[src/rtl/shifter_framer.sv]
// shifter_framer: bit-serial deserialiser with masked sync hunt, periodic sync re-check and flywheel loss-of-lock.
module shifter_framer #(
    parameter int WIDTH       = 32,
    parameter int SYMB        = 4,
    parameter bit MSB_FIRST   = 1,
    parameter int FRAME_WORDS = 8,
    parameter int MAX_ERR     = 3
) (
    input  logic                         clk,
    input  logic                         rst_n,
    input  logic                         data_i,
    input  logic                         data_val_i,
    input  logic                         hunt_i,
    input  logic [WIDTH-1:0]             pattern_i,
    input  logic [WIDTH-1:0]             mask_i,
    output logic [WIDTH-1:0]             word_o,
    output logic                         word_val_o,
    output logic [SYMB-1:0]              sym_o,
    output logic                         sym_val_o,
    output logic                         sync_o,
    output logic                         lost_o,
    output logic                         locked_o,
    output logic [$clog2(MAX_ERR+1)-1:0] err_cnt_o
);
    localparam int BCW = $clog2(WIDTH);
    localparam int WCW = FRAME_WORDS > 1 ? $clog2(FRAME_WORDS) : 1;
    localparam int ECW = $clog2(MAX_ERR + 1);
    localparam logic [BCW-1:0] BIT_LAST = BCW'(WIDTH - 1);
    localparam logic [WCW-1:0] WORD_LAST = WCW'(FRAME_WORDS - 1);

    typedef enum logic [1:0] {HUNT, DATA, CHECK} state_t;

    state_t           state, state_nxt;
    logic [WIDTH-1:0] sr, sr_nxt;
    logic [SYMB-1:0]  sym_nxt;
    logic [BCW-1:0]   bit_cnt, bit_nxt;
    logic [WCW-1:0]   word_cnt, wc_nxt;
    logic [ECW-1:0]   err_cnt, err_nxt;
    logic             match, last_bit, sym_end;
    logic             word_stb, sym_stb, sync_stb, lost_stb;

    assign sr_nxt    = MSB_FIRST ? {sr[WIDTH-2:0], data_i} : {data_i, sr[WIDTH-1:1]};
    assign sym_nxt   = MSB_FIRST ? sr_nxt[SYMB-1:0] : sr_nxt[WIDTH-1:WIDTH-SYMB];
    assign match     = ~|((sr_nxt ^ pattern_i) & mask_i) && |mask_i;
    assign last_bit  = bit_cnt == BIT_LAST;
    assign sym_end   = (32'(bit_cnt) % SYMB) == SYMB - 1;
    assign locked_o  = state != HUNT;
    assign err_cnt_o = err_cnt;

    always_comb begin
        state_nxt = state;
        bit_nxt   = bit_cnt;
        wc_nxt    = word_cnt;
        err_nxt   = err_cnt;
        word_stb  = 1'b0;
        sym_stb   = 1'b0;
        sync_stb  = 1'b0;
        lost_stb  = 1'b0;
        if (hunt_i) begin
            state_nxt = HUNT;
            bit_nxt   = '0;
            wc_nxt    = '0;
            err_nxt   = '0;
        end else if (data_val_i) begin
            case (state)
                HUNT: if (match) begin
                    sync_stb  = 1'b1;
                    bit_nxt   = '0;
                    wc_nxt    = '0;
                    err_nxt   = '0;
                    state_nxt = DATA;
                end
                DATA: begin
                    bit_nxt  = last_bit ? '0 : bit_cnt + 1'b1;
                    sym_stb  = sym_end;
                    word_stb = last_bit;
                    if (last_bit) begin
                        if (FRAME_WORDS != 0 && word_cnt == WORD_LAST) begin
                            wc_nxt    = '0;
                            state_nxt = CHECK;
                        end else begin
                            wc_nxt = word_cnt + 1'b1;
                        end
                    end
                end
                CHECK: begin
                    bit_nxt = last_bit ? '0 : bit_cnt + 1'b1;
                    if (last_bit) begin
                        if (match) begin
                            sync_stb  = 1'b1;
                            err_nxt   = '0;
                            state_nxt = DATA;
                        end else if (32'(err_cnt) + 1 < MAX_ERR) begin
                            err_nxt   = err_cnt + 1'b1;
                            state_nxt = DATA;
                        end else begin
                            lost_stb  = 1'b1;
                            err_nxt   = '0;
                            state_nxt = HUNT;
                        end
                    end
                end
                default: state_nxt = HUNT;
            endcase
        end
    end

    always_ff @(posedge clk or negedge rst_n) begin
        if (!rst_n) begin
            state      <= HUNT;
            sr         <= '0;
            bit_cnt    <= '0;
            word_cnt   <= '0;
            err_cnt    <= '0;
            word_o     <= '0;
            sym_o      <= '0;
            word_val_o <= 1'b0;
            sym_val_o  <= 1'b0;
            sync_o     <= 1'b0;
            lost_o     <= 1'b0;
        end else begin
            state      <= state_nxt;
            bit_cnt    <= bit_nxt;
            word_cnt   <= wc_nxt;
            err_cnt    <= err_nxt;
            word_val_o <= word_stb;
            sym_val_o  <= sym_stb;
            sync_o     <= sync_stb;
            lost_o     <= lost_stb;
            if (data_val_i) sr <= sr_nxt;
            if (word_stb) word_o <= sr_nxt;
            if (sym_stb) sym_o <= sym_nxt;
        end
    end
endmodule

[config.mk]
export PLATFORM = sky130hd
export DESIGN_NAME = shifter_framer
export DESIGN_NICKNAME = d
export VERILOG_FILES = /design/src/rtl/shifter_framer.sv
export SDC_FILE = /design/constraint.sdc
export NUM_CORES = 1
export LEC_CHECK = 0
export ABC_AREA = 1
export BUFFER_PORTS_ARGS = -buffer_cell sky130_fd_sc_hd__buf_4
export CAP_MARGIN = 5
export CORE_AREA = 2 2 99 101
export CTS_BUF_LIST = sky130_fd_sc_hd__clkbuf_4 sky130_fd_sc_hd__clkbuf_8 sky130_fd_sc_hd__clkbuf_16
export DETAILED_ROUTE_END_ITERATION = 10
export DIE_AREA = 0 0 101 103
export GPL_ROUTABILITY_DRIVEN = 0
export GPL_TIMING_DRIVEN = 0
export PLACE_DENSITY_LB_ADDON = 0.1
export SYNTH_ARGS = -nofsm -noshare
export SYNTH_HDL_FRONTEND = slang
export SYNTH_SLANG_ARGS = --single-unit
[constraint.sdc]
create_clock -name clk -period 5.9 [get_ports clk]
set_clock_uncertainty 0.15 [all_clocks]
set_input_delay 0.59 -clock clk [delete_from_list [all_inputs] [get_ports clk]]
set_output_delay 0.59 -clock clk [all_outputs]
set_load 0.005 [all_outputs]
==> results by group, run 1 <==
Global routing
  – Tot GR Track Use: 0.219
  – Vias in the first global route: 3611
  – Grt ovf: 0
  – Antenna violations before repair: 0
  – Largest net degree at the start of global routing: 84
  – First-pass GRT wire length: 17400 um

Critical path
  – Max incr delay on CP: 440 ps
  – Stages on the worst setup path: 10
  – Crit path top cell by count: nand2_1
  – Crit-path cells: ha_1 -> nand2_1 -> nor2_1 -> ha_1 -> nand2_1 -> nor2_1 -> inv_2 -> clkbuf_1 -> nand2_1 -> o21ai_0
  – Critical path endpoint: word_o[6]
  – Crit end category: flop
  – Reg2reg start: bit_cnt[0]
  – Critical path launch point: bit_cnt[0]
  – Kind of critical path: reg2reg
  – Critical Path RT: 6010 ps
  – Critical Path Fanout Max: 10
  – Crit path DAT: 2390 ps
  – Worst setup SP type: flop
  – CP top delay family: buffers and inverters
  – R2r worst-path depth: 10
  – R2R Setup Slk: 3620 ps
  – Slowest cell on the critical path: clkbuf_1
  – CP bufs+invs: 2
  – R2r endpoint: word_o[6]

Cells and area
  – Fin nets: 729
  – Commonest non-fill, non-tap cells in the layout: nand2_1, buf_4, dfrtp_1
  – Diode count: 0
  – Commonest non-fill, non-tap cell in the layout: nand2_1
  – Finished Layout Cells: 771
  – Share of layout cells above drive strength 1: 0.231
  – Syn-to-layout area delta: 29.3%
  – Final instance area: 5290 um2
  – Fin util: 0.559

Clock network
  – Clock Tree Buf Depth: 2
  – CTS resizes: 0
  – Clock-pin transition on the worst setup and hold timing paths: 90 ps
  – CTS Hold Bufs: 0
  – Clock Latency Late Sink: 360 ps
  – CTS sink count: 83
  – Setup Buffers After CTS: 0
  – H-tree depth: 3
  – Num CTS Buffers: 9
  – CTS root buffer: clkbuf_8
  – TritonCTS clock tree: done

Floorplan
  – Die extent in y: 103 um
  – Initial Util: 0.432
  – Die Area: 10400 um2
  – Core footprint: 9460 um2
  – Die W: 101 um
  – Row count: 36
  – I/O Pins: 112

Timing
  – RSZ-0062 raised after global routing: false
  – Fin crit share: 0.386
  – Setup violators final: 0
  – Setup TNS: 0 ps
  – Tmin final: 2280 ps
  – Endpoints failing hold: 0
  – Slew headroom: 0.301
  – Worst Max-Slew Pin Slew: 1050 ps
  – Slew Limit Fails: 0
  – Max Clk Rate: 439 MHz

Power and ir drop
  – Sw Ratio: 0.311
  – Clock power share: 0.318
  – Cell Int Power: 0.00102 W
  – Gate power share: 0.229
  – Sequential power share: 0.453
  – Power Density: 279 nW/um2
  – Worst vdd ir: 0.135 mV
  – Sw Pwr: 0.000458 W
  – Leakage power: 2.76 nW

Detailed routing
  – Vias/cell: 4.92
  – Drt pass-1 iters: 4
  – Avg WL per Cell: 14.1 um
  – Post-Route WL: 10800 um
  – Remaining DRCs: 0
  – Routed Antenna Nets: 0
  – 1st-iter DRT viols: 205
  – Via count: 3795

Status
  – Status: finished clean

Yosys
  – Mapped Cells: 531
  – Synthesized area: 4090 um2
  – Top cells by area, synth: dfrtp_1, nand2_1, o21ai_0, inv_1, nand3_1
  – #FFs+latches synth: 83
  – Avg Inst Size Synth: 7.70 um2
  – Number of synthesis warnings: 0
  – Net Count, Synth: 608
  – Post-synth top area share: 0.508
  – Post-synth top area cell: dfrtp_1
  – Sequential area share after synthesis: 0.508
  – Netlist cell types: 26

Placed design
  – Post-DP HPWL: 8270 um
  – Dpl cell area: 5060 um2
  – I/O Buffers: 110
  – Dpl cells: 755

Min path
  – Worst hold-check path type: in2async

Job
  – Max cap viols: 0
## power by group through the flow
stage          clock network (W)  registers (W)  logic (W)
2_1_floorplan                  0       0.000667   0.000220
3_3_place_gp                   0       0.000676   0.000330
3_5_place_dp                   0       0.000678   0.000340
4_1_cts                 0.000480       0.000668   0.000344
5_1_grt                 0.000504       0.000676   0.000389
6_report                0.000469       0.000668   0.000338
## per-layer routing
layer	vias to the layer above	global-route usage	part of all wire	wire (um)
li1	1909	-	-	-
met1	1767	0.307	0.46	5010
met2	115	0.353	0.46	5030
met3	4	0.0414	0.069	752
met4	0	0.0593	0.0047	51
met5	-	0	0	0
## synthesized netlist by cell type
master / n
nand3_2: 2
nand2_1: 179
or2_0: 2
nand3b_1: 1
o21ai_1: 13
a21oi_1: 2
buf_1: 2
nor4_1: 1
or3b_1: 1
inv_1: 56
ha_1: 8
nand3b_4: 1
buf_2: 1
nand2_4: 1
nand3b_2: 1
xor2_1: 2
nor2_1: 38
or2_2: 3
nand4_1: 2
inv_2: 15
clkbuf_1: 10
dfrtp_1: 83
nand3_4: 2
nor3_1: 1
o21ai_0: 68
nand3_1: 36
## how the worst min path moves through the flow
stage / from / to / slack [ps] / depth (start not counted)
floorplan: rst_n / bit_cnt[0] / 140 / 0
global placement: word_o[18] / word_o[18] / 320 / 2
detailed placement: word_o[31] / word_o[31] / 320 / 2
CTS: hunt_i / sync_o / 260 / 2
global route: hunt_i / sync_o / 250 / 2
finish: rst_n / sr[17] / 230 / 1
## cell families after synthesis
kind of cell / Yosys count / share of synthesized area
and+or+nand+nor: 271 / 0.284
buffers and inverters: 84 / 0.0774
AOI/OAI and AO/OA: 83 / 0.102
DFF: 83 / 0.508
adders and majority gates: 8 / 0.0245
xor gates and xnor gates: 2 / 0.00428
## stage by stage
step                setup WS [ps]  total power, W  hold slack, ps
floorplan                    3960        0.000888             144
global placement             3660         0.00101             319
detailed placement           3620         0.00102             324
CTS                          3580         0.00149             256
global route                 3320         0.00157             255
finish                       3620         0.00148             231
## area by class of cell
| cell class | count | area, um2 |
|---|---|---|
| flip-flops and latches | 83 | 2080 |
| plain buffers | 13 | 50.0 |
| repair buffers | 110 | 826 |
| clock buffers | 11 | 145 |
| well taps | 114 | 143 |
| inverters | 71 | 267 |
| clock inverters | 5 | 85.1 |
| multi-input cells | 364 | 1700 |
| fillers | 938 | 4170 |
## sequential cells by signal, indices dropped and copies added, names as in the netlist, 2 cells and up
signal,flops
err_cnt_o,2
sr,31
sym_o,4
state,2
bit_cnt,5
word_cnt,3
word_o,32
Power figures use the tool's default switching activity.
==> inputs of run 2 (changes only) <==
==> constraint.sdc (replaced) <==
create_clock -name clk -period 1.9 [get_ports clk]
set_clock_uncertainty 0.15 [all_clocks]
set_input_delay 0.19 -clock clk [delete_from_list [all_inputs] [get_ports clk]]
set_output_delay 0.19 -clock clk [all_outputs]
set_load 0.005 [all_outputs]
==> results by group, run 2 (same netlist as run 1, synthesis figures left out) <==
Cells and area
  – Share of layout cells above drive strength 1: 0.322
  – Max reg flops: 32
  – Fillers: 885
  – Area of the multi-input gates: 1850 um2
  – Fin nets: 761
  – Commonest non-fill, non-tap cells in the layout: nand2_1, buf_4, dfrtp_1
  – Syn-to-layout area delta: 38.5%
  – Diode count: 0
  – Commonest non-fill, non-tap cell in the layout: nand2_1
  – Seq. cell area: 2080 um2
  – Biggest register: word_o
  – Largest regs: word_o x32, sr x31, bit_cnt x5

Timing
  – RSZ-0062 raised after global routing: true
  – Setup ws final: -38.6 ps
  – Tmin final: 1940 ps
  – Max Clk Rate: 516 MHz
  – Endpoints failing hold: 0
  – Slew headroom: 0.296
  – Slew Limit Fails: 0
  – Setup violators final: 2
  – Min Hold Slack: 40.7 ps
  – Worst Max-Slew Pin Slew: 1060 ps
  – Fin crit share: 1.02
  – Setup TNS: -72.5 ps

Floorplan
  – Row count: 36
  – Die Area: 10400 um2
  – Core footprint: 9460 um2
  – Die extent in y: 103 um
  – Die W: 101 um
  – I/O Pins: 112
  – Initial Util: 0.432

Detailed routing
  – Avg WL per Cell: 14.3 um
  – Via count: 3925
  – Remaining DRCs: 0
  – 1st-iter DRT viols: 193
  – Vias/cell: 4.89
  – Post-Route WL: 11500 um
  – Routed Antenna Nets: 0
  – Drt pass-1 iters: 4

Placed design
  – Post-DP HPWL: 8140 um
  – I/O Buffers: 110

Power and ir drop
  – Leakage power: 2.95 nW
  – Power Density: 831 nW/um2
  – Worst vdd ir: 0.529 mV

Job
  – Max cap viols: 0

Critical path
  – R2R Setup Slk: -40 ps
  – Crit path DAT: 2040 ps
  – Critical Path RT: 2000 ps
  – Crit end category: flop
  – Worst setup SP type: flop
  – Kind of critical path: reg2reg
  – Critical Path Fanout Max: 5

Global routing
  – First-pass GRT wire length: 17600 um
  – Largest net degree at the start of global routing: 84
  – Grt ovf: 0
  – Antenna violations before repair: 0
  – Vias in the first global route: 3653
  – Tot GR Track Use: 0.221

Clock network
  – H-tree depth: 3
  – CTS root buffer: clkbuf_8
  – Clock Tree Buf Depth: 2
  – Clock Latency Late Sink: 360 ps
  – TritonCTS clock tree: done
  – Clock-pin transition on the worst setup and hold timing paths: 90 ps
  – CTS sink count: 83
  – Num CTS Buffers: 9

Min path
  – Worst hold-check path type: in2reg

Status
  – Failing checks: negative setup slack
  – Status: finished, violations left
==> run 2: changes by cell type in the layout (fill, tap and decap cells not counted), sizes merged <==
cell         previous run  this run
inv                    72        71
clkinv                  1         4
clkbuf                 21        18
bufinv                  2         1
nand3                  40        41
clkinvlp                1         2
buf                   113       142
dlygate4sd3             0         3
==> run 2: report_power, final <==
| part | leakage, nW | total [W] | switching (W) | internal (W) |
|---|---|---|---|---|
| logic | 1.73 | 0.00134 | 0.000725 | 0.000611 |
| registers | 1.13 | 0.00208 | 0.000153 | 0.00193 |
| clock network | 0.0950 | 0.00129 | 0.000691 | 0.000603 |
| total | 2.95 | 0.00471 | 0.00157 | 0.00314 |
==> run 2: layout make-up <==
type	count	area share
Clock buffer	9	0.0219
Clock inverter	7	0.0121
Buffer	13	0.0124
Timing Repair Buffer	141	0.188
Tap cell	114	0.0252
Sequential cell	83	0.367
Inverter	71	0.0470
Multi-Input combinational cell	365	0.327
==> run 2: per-stage QoR <==
step	cell area (um2)	utilization	std cells	setup slack (ps)	total power, W
detailed placement	5070	0.536	755	-318	0.00317
global placement	5070	0.536	755	-270	0.00315
CTS	5400	0.571	781	-54.6	0.00447
floorplan	4100	-	531	16.2	0.00277
finish	5670	0.599	803	-38.6	0.00471
global route	5670	0.599	803	-130	0.00497
==> run 2: repair_timing <==
action	CTS	global route
setup endpoints to repair	42	45
buffers inserted	7	21
endpoints found under the hold margin	86	0
resized for setup	19	35
pin swaps	6	16
hold buffers	3	0
cloned	0	1
==> run 2: final timing paths <==
kind                            start          to  cells after the start
setup / recovery           bit_cnt[0]    state[0]                      9
hold / removal             data_val_i      sync_o                      3
setup reg to reg           bit_cnt[0]    state[0]                      9
hold reg to reg            word_o[18]  word_o[18]                      2
max in group asynchronous       rst_n  bit_cnt[3]                      2
min in group asynchronous       rst_n  word_o[17]                      2
==> run 2: per-layer routing <==
metal | up-vias | routed length, um | global-route usage
li1 | 1977 | - | -
met1 | 1828 | 5320 | 0.305
met2 | 101 | 5300 | 0.353
met3 | 19 | 615 | 0.0468
met4 | 0 | 215 | 0.0676
met5 | - | 0 | 0
==> run 2: worst max-delay path, stage by stage (launching register included) <==
cell,delay (ps)
dfrtp_1,410
ha_4,160
nand2_4,50
nor2_4,100
ha_4,160
or2_4,110
or3b_4,360
nand3b_4,190
nand2_1,70
o21ai_1,60
